**config.mk**
```make
export PLATFORM = sky130hd
export DESIGN_NAME = vram_dma
export DESIGN_NICKNAME = d
export VERILOG_FILES = /design/src/rtl/vram_dma.sv
export SDC_FILE = /design/constraint.sdc
export NUM_CORES = 1
export LEC_CHECK = 0
export ABC_AREA = 0
export CAP_MARGIN = 20
export CORE_UTILIZATION = 45
export CTS_BUF_LIST = sky130_fd_sc_hd__clkbuf_8
export CTS_CLUSTER_SIZE = 40
export DETAILED_ROUTE_END_ITERATION = 12
export PLACE_DENSITY = 0.76
export SETUP_SLACK_MARGIN = 0.4
export SYNTH_ARGS = -nofsm -noshare
export SYNTH_HDL_FRONTEND = slang
export SYNTH_SLANG_ARGS = --single-unit
export TNS_END_PERCENT = 5
```
**constraint.sdc**
```tcl
create_clock -name clk -period 4.08 [get_ports clk]
set_input_delay 0.612 -clock clk [delete_from_list [all_inputs] [get_ports clk]]
set_output_delay 0.612 -clock clk [all_outputs]
set_load 0.005 [all_outputs]
```
**src/rtl/vram_dma.sv**
```systemverilog
// VRAM writer DMA: copies a block from the CPU shadow RAM into VRAM, or fills a
// VRAM region with a constant byte, issuing writes only while video timing allows.
module vram_dma #(
  parameter int ADDR_WIDTH = 12
) (
  input  logic                  clk,
  input  logic                  rst,
  input  logic                  start,
  input  logic                  abort,
  input  logic                  fill,
  input  logic [7:0]            fill_value,
  input  logic [ADDR_WIDTH-1:0] src_base,
  input  logic [ADDR_WIDTH-1:0] dst_base,
  input  logic [ADDR_WIDTH:0]   length,
  input  logic                  writable,
  output logic                  src_rd,
  output logic [ADDR_WIDTH-1:0] src_addr,
  input  logic [7:0]            src_data,
  output logic                  vram_we,
  output logic [ADDR_WIDTH-1:0] address,
  output logic [7:0]            data,
  output logic                  busy,
  output logic                  done,
  output logic [2:0]            o_dbg_state
);

  typedef enum logic [2:0] {
    S_IDLE  = 3'd0,
    S_READ  = 3'd1,
    S_LATCH = 3'd2,
    S_WRITE = 3'd3,
    S_DONE  = 3'd4
  } state_t;

  localparam logic [ADDR_WIDTH-1:0] ONE_A = {{(ADDR_WIDTH-1){1'b0}}, 1'b1};
  localparam logic [ADDR_WIDTH:0]   ONE_C = {{ADDR_WIDTH{1'b0}}, 1'b1};
  localparam logic [ADDR_WIDTH:0]   ZERO_C = '0;

  state_t                r_state;
  logic                  r_fill;
  logic [ADDR_WIDTH-1:0] r_ptr_src;
  logic [ADDR_WIDTH-1:0] r_ptr_dst;
  logic [ADDR_WIDTH:0]   r_count;
  logic                  r_src_rd;
  logic [ADDR_WIDTH-1:0] r_src_addr;
  logic [7:0]            r_data;
  logic                  r_busy;
  logic                  r_done;

  logic w_in_write;
  logic w_wr_fire;
  logic w_abort;
  logic w_last;

  // Handshake: start is a one-cycle request honoured only in IDLE; a shadow
  // read issued with src_rd returns src_data exactly one cycle later, and a
  // VRAM write happens in every cycle where vram_we is high.
  assign w_in_write = (r_state == S_WRITE);
  assign w_abort    = abort && (r_state != S_IDLE);
  assign w_wr_fire  = w_in_write && writable && !abort;
  assign w_last     = (r_count == ONE_C);

  assign src_rd      = r_src_rd;
  assign src_addr    = r_src_addr;
  assign vram_we     = w_wr_fire;
  assign address     = r_ptr_dst;
  assign data        = r_data;
  assign busy        = r_busy;
  assign done        = r_done;
  assign o_dbg_state = r_state;

  always_ff @(posedge clk or posedge rst) begin
    if (rst) begin
      r_state    <= S_IDLE;
      r_fill     <= 1'b0;
      r_ptr_src  <= '0;
      r_ptr_dst  <= '0;
      r_count    <= '0;
      r_src_rd   <= 1'b0;
      r_src_addr <= '0;
      r_data     <= '0;
      r_busy     <= 1'b0;
      r_done     <= 1'b0;
    end else begin
      r_src_rd <= 1'b0;
      r_done   <= 1'b0;
      if (w_abort) begin
        r_state <= S_IDLE;
        r_busy  <= 1'b0;
      end else begin
        case (r_state)
          S_IDLE: begin
            if (start && !abort) begin
              r_fill    <= fill;
              r_ptr_src <= src_base;
              r_ptr_dst <= dst_base;
              r_count   <= length;
              r_busy    <= 1'b1;
              if (length == ZERO_C) begin
                r_state <= S_DONE;
                r_done  <= 1'b1;
              end else if (fill) begin
                r_state <= S_WRITE;
                r_data  <= fill_value;
              end else begin
                r_state    <= S_READ;
                r_src_rd   <= 1'b1;
                r_src_addr <= src_base;
              end
            end
          end
          S_READ: begin
            r_state <= S_LATCH;
          end
          S_LATCH: begin
            r_data  <= src_data;
            r_state <= S_WRITE;
          end
          S_WRITE: begin
            // Stalled writes leave pointers, count and data untouched.
            if (writable) begin
              r_ptr_dst <= r_ptr_dst + ONE_A;
              r_ptr_src <= r_ptr_src + ONE_A;
              r_count   <= r_count - ONE_C;
              if (w_last) begin
                r_state <= S_DONE;
                r_done  <= 1'b1;
              end else if (!r_fill) begin
                r_state    <= S_READ;
                r_src_rd   <= 1'b1;
                r_src_addr <= r_ptr_src + ONE_A;
              end
            end
          end
          S_DONE: begin
            r_state <= S_IDLE;
            r_busy  <= 1'b0;
          end
          default: begin
            r_state <= S_IDLE;
            r_busy  <= 1'b0;
          end
        endcase
      end
    end
  end

endmodule

```
==> flow_summary.json, run 1 <==
{
  "antenna_found_initial": 0,
  "cp-end-kind": "output port",
  "start_util": 0.463,
  "clockBufferDepth": 2,
  "fp-row-count": 32,
  "synthDistinctLibCells": 49,
  "hpwl_um": 6100,
  "r2r_start": "o_dbg_state[0]$_DFFE_PP0P_",
  "crit_type": "input pin to output port",
  "die_y_um": 90.9,
  "grt_pass1_wl_um": 14200,
  "areaGrowthSynthToFinish_pct": 34.0,
  "met3_usage": 0.0302,
  "cts_buffers": 9,
  "firstDrtPassIters": 4,
  "synth_top_family_by_area": "simple AND/OR/NAND/NOR gates",
  "ys_seq_area_frac": 0.450,
  "cts_root_buffer": "clkbuf_8",
  "reg2regPathDepth": 6,
  "grt-busiest-layer": "met2",
  "syn_nets": 461,
  "min_to": "data[1]$_DFFE_PP0P_",
  "fp.dieW_um": 90.9,
  "p_leak_nw": 1.88,
  "insertion_delay_ps": 340,
  "finalCritPeriodShare": 0.680,
  "synth_compound_area_frac": 0.188,
  "status": "finished clean",
  "antenna_left": 0,
  "antenna_cells": 0,
  "grt_use_met1": 0.293,
  "cts-resized-gates": 0,
  "grt_max_degree": 56,
  "tritoncts": "done",
  "grt_usage": 0.213,
  "gp_congestion": 0.844,
  "h-tree-depth": 3,
  "ios": 98,
  "finalInstanceArea_sq_um": 4770,
  "cp_common_cell": "clkdlybuf4s50_1",
  "synth_edf_count": 0,
  "layout-drive-gt1-share": 0.0916,
  "port_buffers": 97,
  "grt_pass1_vias": 3070,
  "use_met2": 0.342,
  "drv_slew": 0,
  "synth_top_area_share": 0.450,
  "worstSetupStartpointType": "input pin",
  "setup_viol": 0,
  "min_from": "data[1]$_DFFE_PP0P_",
  "min_path_type": "register to register",
  "fmax_mhz": 360,
  "tightest_slew_ps": 935,
  "post_dp_cell_area_sq_um": 4590,
  "vias_per_cell": 5.50,
  "synth_ff_type": "dfrtp_1",
  "wire_per_inst_um": 14.5,
  "max-cap-violations": 0,
  "dr_total_vias": 3259,
  "critical_path_arrival_ps": 2160,
  "rsz0062_at_grt": "no",
  "synthAdderAreaFrac": 0.0141,
  "ir_drop_uv": 306,
  "required_ps": 3470,
  "path_buf_inv": 2,
  "finalSetupTns_ps": 0,
  "synth.cell_area_sq_um": 3560,
  "synthTopCellsByArea": "dfrtp_1, nand2_1, o21ai_0",
  "timing.rr.end": "src_addr[9]$_DFFE_PP0P_",
  "clock_sinks": 64,
  "core_area_sq_um": 7690,
  "cts.clk_slew.worst_paths_ps": 70,
  "finalWirelength_um": 8580,
  "synth_largest_area_cell": "dfrtp_1",
  "hold_depth": 2,
  "synth-seq-cells": 64,
  "slew_headroom": 0.374,
  "r2r_slack_ps": 1630,
  "pwr_density_cell_nw_per_um2": 591,
  "crit_chain": "clkdlybuf4s50_1, nor3_1, and2_1, clkdlybuf4s50_1",
  "nNetsFinal": 549,
  "finalHoldViolations": 0,
  "async_reset_ff_frac": 1.00,
  "cp_top_family": "buffers and inverters",
  "synth_mux_area_frac": 0.0868,
  "synthSimpleGateAreaFrac": 0.191,
  "drcViolationCount": 0,
  "max_stage_delay_ps": 510,
  "overflow": 0,
  "dr.first_iter.drc_count": 122,
  "yosys_warnings": 0,
  "yosys.area_share.xor_xnor": 0.0246,
  "cts_setup_buffers": 0,
  "cts_hold_buf": 0,
  "period_minus_slack_ps": 2780,
  "syn_avg_cell_area_sq_um": 8.94,
  "die_area_sq_um": 8270,
  "cpMaxStageDelayCell": "clkdlybuf4s50_1",
  "syn_inst": 398,
  "fin_skew_ps": 10.7,
  "crit_path_max_fanout": 4
}
## layer usage
| metal | vias up | share of wire |
|---|---|---|
| li1 | 1596 | - |
| met1 | 1545 | 0.47 |
| met2 | 107 | 0.47 |
| met3 | 11 | 0.051 |
| met4 | 0 | 0.012 |
| met5 | - | 0 |
## registers in the layout, indices dropped and copies added (netlist names)
register	flops
src_rd	1
r_fill	1
src_addr	12
data	8
address	12
r_ptr_src	12
r_count	13
o_dbg_state	3
done	1
busy	1
## final cells by class
type	instances	area [sq um]
inverters	13	48.8
fillers	674	2920
flip-flops and latches	64	1600
well taps	102	128
clock buffers	10	138
repair buffers	102	1010
clock inverters	6	37.5
multi-input cells	296	1810
## kinds of logic (layout without fill, tap and decap cells)
family,Yosys count,in the layout
multiplexers,29,29
buffers and inverters,38,131
XOR/XNOR,10,10
AND/OR/NAND/NOR,141,141
flip-flops,64,64
AO/OA/AOI/OAI,112,112
adder cells (fa/ha/maj),4,4
## worst max-delay path by stage
| stage | endpoint | slack, ps | cells past startpoint | from |
|---|---|---|---|---|
| after floorplan | address[0]$_DFFE_PP0P_ | 1870 | 1 | rst |
| after CTS | vram_we | 1340 | 4 | abort |
| after global placement | data[0]$_DFFE_PP0P_ | 1210 | 5 | length[12] |
| final | vram_we | 1300 | 4 | abort |
| after detailed placement | data[3]$_DFFE_PP0P_ | 1110 | 5 | length[12] |
| after global routing | data[3]$_DFFE_PP0P_ | 1140 | 5 | length[12] |
## worst min-delay path: cells and delay by family, from the launching register on
family / cells / cell delay (ps)
compound gates: 1 / 60
flops: 1 / 350
simple gates: 1 / 40
## per-stage QoR
stage	worst slack [ps]	util	hold WS, ps	power [W]	instances
final	1300	0.620	480	0.00282	593
after global routing	1140	0.620	520	0.00303	593
after CTS	1340	0.620	485	0.00285	593
after detailed placement	1110	0.598	469	0.00236	577
after global placement	1210	0.598	461	0.00231	577
after floorplan	1870	-	473	0.00179	398
## layout by cell type (no fill, tap or decap), types with 4 or more instances in the layout
cell type | netlist | routed
nor3_1 | 17 | 17
xnor2_1 | 8 | 8
ha_1 | 4 | 4
o21ai_0 | 38 | 37
nor2_1 | 32 | 31
nor3b_1 | 5 | 4
clkdlybuf4s50_1 | 0 | 97
nand2_1 | 52 | 52
o22a_1 | 4 | 4
nor4_1 | 6 | 6
mux2_2 | 15 | 15
clkbuf_8 | 0 | 10
a22oi_1 | 4 | 4
a21oi_1 | 37 | 37
inv_1 | 13 | 14
mux2i_1 | 14 | 14
nand3_1 | 10 | 10
o22ai_1 | 7 | 7
buf_4 | 0 | 5
dfrtp_1 | 64 | 64
## power by group
part           switching, W  internal, W
combinational      0.000448     0.000653
clock              0.000244     0.000233
sequential         0.000311     0.000931
## cells in the mapped netlist, drive strengths merged, types with 4 or more instances
cell,count
a22oi,4
o21ai,38
clkbuf,18
a21oi,38
o22ai,7
nor2,32
dfrtp,64
nor3b,5
nand3,10
buf,7
inv,13
nor4,7
nor3,18
mux2i,14
o22a,4
mux2,15
xnor2,8
ha,4
nand2,52
(Power assumes the default switching activity.)
==> run 2, diff against run 1 <==
- clock period: 4.08 -> 2.63 ns (I/O delays scaled with it)
==> flow_summary.json, run 2 (synthesis results as in run 1) <==
{
  "fp-row-count": 32,
  "antenna_found_initial": 0,
  "dr.first_iter.drc_count": 223,
  "antenna_left": 0,
  "die_y_um": 90.9,
  "path_buf_inv": 2,
  "cts_hold_buf": 0,
  "cp_top_family": "buffers and inverters",
  "max_stage_delay_ps": 520,
  "period_minus_slack_ps": 2230,
  "largest_register_ffs": 13,
  "vias_per_cell": 5.50,
  "layout_commonest_cell": "clkdlybuf4s50_1",
  "layout-drive-gt1-share": 0.101,
  "nNetsFinal": 552,
  "crit_chain": "clkdlybuf4s50_1, nor3_2, and2_1, clkdlybuf4s50_1",
  "start_util": 0.463,
  "finalInstanceArea_sq_um": 4850,
  "finalSetupTns_ps": 0,
  "gp_congestion": 0.871,
  "grt_pass1_vias": 3120,
  "regMostFlops": "r_count",
  "post_dp_cell_area_sq_um": 4650,
  "slew_headroom": 0.624,
  "finalHoldViolations": 0,
  "min_path_type": "input pin to asynchronous set/reset pin",
  "tightest_slew_ps": 556,
  "cp-end-kind": "output port",
  "worstSetupStartpointType": "input pin",
  "crit_type": "input pin to output port",
  "port_buffers": 97,
  "rsz0062_at_grt": "yes",
  "power.total_w": 0.00449,
  "grt_usage": 0.220,
  "r2r_slack_ps": 500,
  "clock_sinks": 64,
  "hpwl_um": 6060,
  "fin_skew_ps": 8.70,
  "crit_path_max_fanout": 4,
  "cts_buffers": 9,
  "finalWirelength_um": 8670,
  "tritoncts": "done",
  "cp_common_cell": "clkdlybuf4s50_1",
  "setup_viol": 0,
  "fp.dieW_um": 90.9,
  "fillers": 676,
  "drcViolationCount": 0,
  "finalCritPeriodShare": 0.846,
  "critical_path_arrival_ps": 1830,
  "cts_root_buffer": "clkbuf_8",
  "firstDrtPassIters": 5,
  "place_ws_ps": 192,
  "status": "finished clean",
  "dr_total_vias": 3271,
  "core_area_sq_um": 7690,
  "ios": 98,
  "cts.clk_slew.worst_paths_ps": 70,
  "h-tree-depth": 3,
  "r2r_start": "o_dbg_state[2]$_DFFE_PP0P_",
  "grt_max_degree": 65,
  "p_leak_nw": 1.92,
  "grt_pass1_wl_um": 14500,
  "insertion_delay_ps": 340,
  "crit_start": "abort",
  "max-cap-violations": 0,
  "antenna_cells": 0,
  "overflow": 0,
  "ir_drop_uv": 505,
  "die_area_sq_um": 8270,
  "drv_slew": 0,
  "areaGrowthSynthToFinish_pct": 36.3,
  "layout_common_cells": "clkdlybuf4s50_1, dfrtp_1, nand2_1",
  "required_ps": 2240,
  "cpMaxStageDelayCell": "clkdlybuf4s50_1",
  "pwr_density_cell_nw_per_um2": 925,
  "worst_slack_ps": 405,
  "fmax_mhz": 449,
  "clockBufferDepth": 2,
  "cts_setup_buffers": 0,
  "wire_per_inst_um": 14.6
}
-- run 2: where the power goes --
group | switching, W | internal [W] | total [W]
sequential | 0.000489 | 0.00145 | 0.00194
combinational | 0.000704 | 0.00104 | 0.00174
clock | 0.000363 | 0.000450 | 0.000813
-- run 2: worst reg2reg max path: cells and delay by family, from the launching register on --
family	cells	cell delay, ps
buf+inv	1	230
mux	1	200
compound gates	1	270
simple gates	3	820
flops	1	540
-- run 2: final timing paths --
check | end | cells after the start
max | vram_we | 4
min reg2reg | data[5]$_DFFE_PP0P_ | 2
max in group asynchronous | o_dbg_state[0]$_DFFE_PP0P_ | 3
min in group clk | data[5]$_DFFE_PP0P_ | 2
max reg2reg | src_addr[0]$_DFFE_PP0P_ | 6
min | data[1]$_DFFE_PP0P_ | 3
-- run 2: repair_timing --
item,4_1_cts,5_1_grt
gates resized for setup,3,1
pin swaps,0,0
endpoints found under the setup margin,1,16
cloned,0,0
-- run 2: final cells by class --
| class | count | area [sq um] | share of cell area |
|---|---|---|---|
| sequential | 64 | 1600 | 0.331 |
| tap | 102 | 128 | 0.0263 |
| multi-input combinational | 296 | 1820 | 0.374 |
| clock inverter | 5 | 50.0 | 0.0103 |
| timing repair buffer | 105 | 1070 | 0.220 |
| inverter | 13 | 48.8 | 0.0101 |
| clock buffer | 10 | 138 | 0.0284 |
-- run 2: through the flow --
stage	util	instances	hold WS (ps)
final	0.631	595	431
after floorplan	-	398	473
after detailed placement	0.605	580	474
after global placement	0.605	580	464
after CTS	0.631	595	442
after global routing	0.631	595	488
-- run 2: routing by layer --
layer,up-vias,share of wire,track usage
met1,1522,0.44,0.289
li1,1605,-,-
met3,14,0.071,0.0528
met4,0,0.016,0.0873
met2,130,0.47,0.352
met5,-,0,0
==> run 3, diff against run 2 <==
- PLACE_DENSITY: 0.76 -> 0.79
- clock period: 2.63 -> 1.9 ns (I/O delays scaled with it)
==> flow_summary.json, run 3 (synthesis results as in run 1) <==
{
  "tightest_slew_ps": 455,
  "areaGrowthSynthToFinish_pct": 60.4,
  "grt_max_degree": 65,
  "seqPwrFrac": 0.385,
  "die_y_um": 90.9,
  "drcViolationCount": 0,
  "switching_share": 0.377,
  "h-tree-depth": 3,
  "status": "complete, but fails checks",
  "gp_congestion": 0.869,
  "antenna_left": 0,
  "critical_path_arrival_ps": 2210,
  "finalCritPeriodShare": 1.05,
  "worst_slack_ps": -87.3,
  "port_buffers": 97,
  "clockBufferDepth": 2,
  "p_int_w": 0.00443,
  "utilization": 0.743,
  "crit_chain": "nor3_2, nand4b_1, nand4b_1, a21oi_4, buf_12, mux2_4",
  "setup_viol": 12,
  "regMostFlops": "r_count",
  "grt_usage": 0.247,
  "layout-drive-gt1-share": 0.306,
  "period_minus_slack_ps": 1990,
  "wire_per_inst_um": 16.1,
  "multi_input_comb_area_sq_um": 2280,
  "cp-end-kind": "register",
  "hpwl_um": 6360,
  "die_area_sq_um": 8270,
  "tritoncts": "done",
  "crit_path_max_fanout": 8,
  "combinationalPowerShare": 0.448,
  "nNetsFinal": 588,
  "fin_skew_ps": 8.43,
  "antenna_cells": 0,
  "fmax_mhz": 503,
  "vias_per_cell": 5.66,
  "worstSetupStartpointType": "register",
  "slew_headroom": 0.695,
  "switchingPower_w": 0.00268,
  "fp.dieW_um": 90.9,
  "grt_pass1_wl_um": 16400,
  "dr.first_iter.drc_count": 179,
  "min_path_type": "input pin to asynchronous set/reset pin",
  "place_ws_ps": -321,
  "max-cap-violations": 0,
  "pwr_density_cell_nw_per_um2": 1240,
  "regArea_sq_um": 1600,
  "cpMaxStageDelayCell": "dfrtp_1",
  "layout_commonest_cell": "dfrtp_1",
  "insertion_delay_ps": 350,
  "firstDrtPassIters": 5,
  "cts.clk_slew.worst_paths_ps": 80,
  "crit_type": "register to register",
  "layout_common_cells": "dfrtp_1, clkdlybuf4s50_1, nand2_1",
  "antenna_found_initial": 0,
  "drv_slew": 0,
  "cts_hold_buf": 0,
  "fp-row-count": 32,
  "cts_buffers": 9,
  "p_leak_nw": 2.43,
  "p_clk_frac": 0.167,
  "ios": 98,
  "required_ps": 2130,
  "overflow": 0,
  "cts_root_buffer": "clkbuf_8",
  "finalWirelength_um": 10200,
  "start_util": 0.463,
  "cp_common_cell": "nand4b_1",
  "fillers": 531,
  "clock_sinks": 64,
  "violations": "setup timing",
  "finalSetupTns_ps": -812,
  "max_stage_delay_ps": 480,
  "core_area_sq_um": 7690,
  "largest_register_ffs": 13,
  "dr_total_vias": 3572,
  "rsz0062_at_grt": "yes",
  "grt_pass1_vias": 3503,
  "ir_drop_uv": 843,
  "finalHoldViolations": 0
}
==> run 3: final timing paths <==
kind / startpoint / endpoint / slack, ps / depth (start not counted)
setup / recovery: r_count[5]$_DFFE_PP0P_ / src_addr[10]$_DFFE_PP0P_ / -90 / 6
min in group clk: length[0] / r_count[0]$_DFFE_PP0P_ / 360 / 3
hold / removal: rst / data[1]$_DFFE_PP0P_ / 360 / 3
hold reg to reg: data[4]$_DFFE_PP0P_ / data[4]$_DFFE_PP0P_ / 490 / 2
setup reg to reg: r_count[5]$_DFFE_PP0P_ / src_addr[10]$_DFFE_PP0P_ / -90 / 6
max in group asynchronous: rst / address[0]$_DFFE_PP0P_ / 1240 / 3
==> run 3: cell type report <==
type                       instances  area share
multi-input combinational        296       0.400
sequential                        64       0.281
timing repair buffer             141       0.254
clock buffer                      10      0.0241
tap                              102      0.0223
clock inverter                     5     0.00986
inverter                          13     0.00964
==> run 3: critical path, delay by kind of cell, from the launching register on <==
family	cells	cell delay [ps]
flip-flops	1	480
AND/OR/NAND/NOR	3	860
buffers and inverters	1	150
AO/OA/AOI/OAI	1	80
multiplexers	1	290
==> run 3: routing by layer <==
layer	part of all wire	global-route usage
met1	0.43	0.324
met2	0.50	0.412
met3	0.051	0.0402
met4	0.018	0.0952
met5	0	0
==> run 3: power groups by stage <==
| stage | clock [W] | combinational [W] | sequential [W] |
|---|---|---|---|
| floorplan | 0 | 0.00130 | 0.00255 |
| global placement | 0 | 0.00260 | 0.00258 |
| detailed placement | 0 | 0.00269 | 0.00261 |
| CTS | 0.00120 | 0.00298 | 0.00267 |
| global route | 0.00125 | 0.00345 | 0.00282 |
| finish | 0.00119 | 0.00318 | 0.00274 |
==> run 3: stage by stage <==
step	cell area [sq um]	cells	power [W]	hold slack, ps
3_5_place_dp	4870	606	0.00530	473
4_1_cts	5470	627	0.00685	364
5_1_grt	5710	631	0.00752	391
2_1_floorplan	3570	398	0.00385	416
3_3_place_gp	4870	606	0.00518	465
6_report	5710	631	0.00711	361
==> run 3: timing repair <==
item / 4_1_cts / 5_1_grt
resized for setup: 142 / 73
setup endpoints to repair: 83 / 77
pin swaps: 38 / 35
setup buffers: 6 / 4
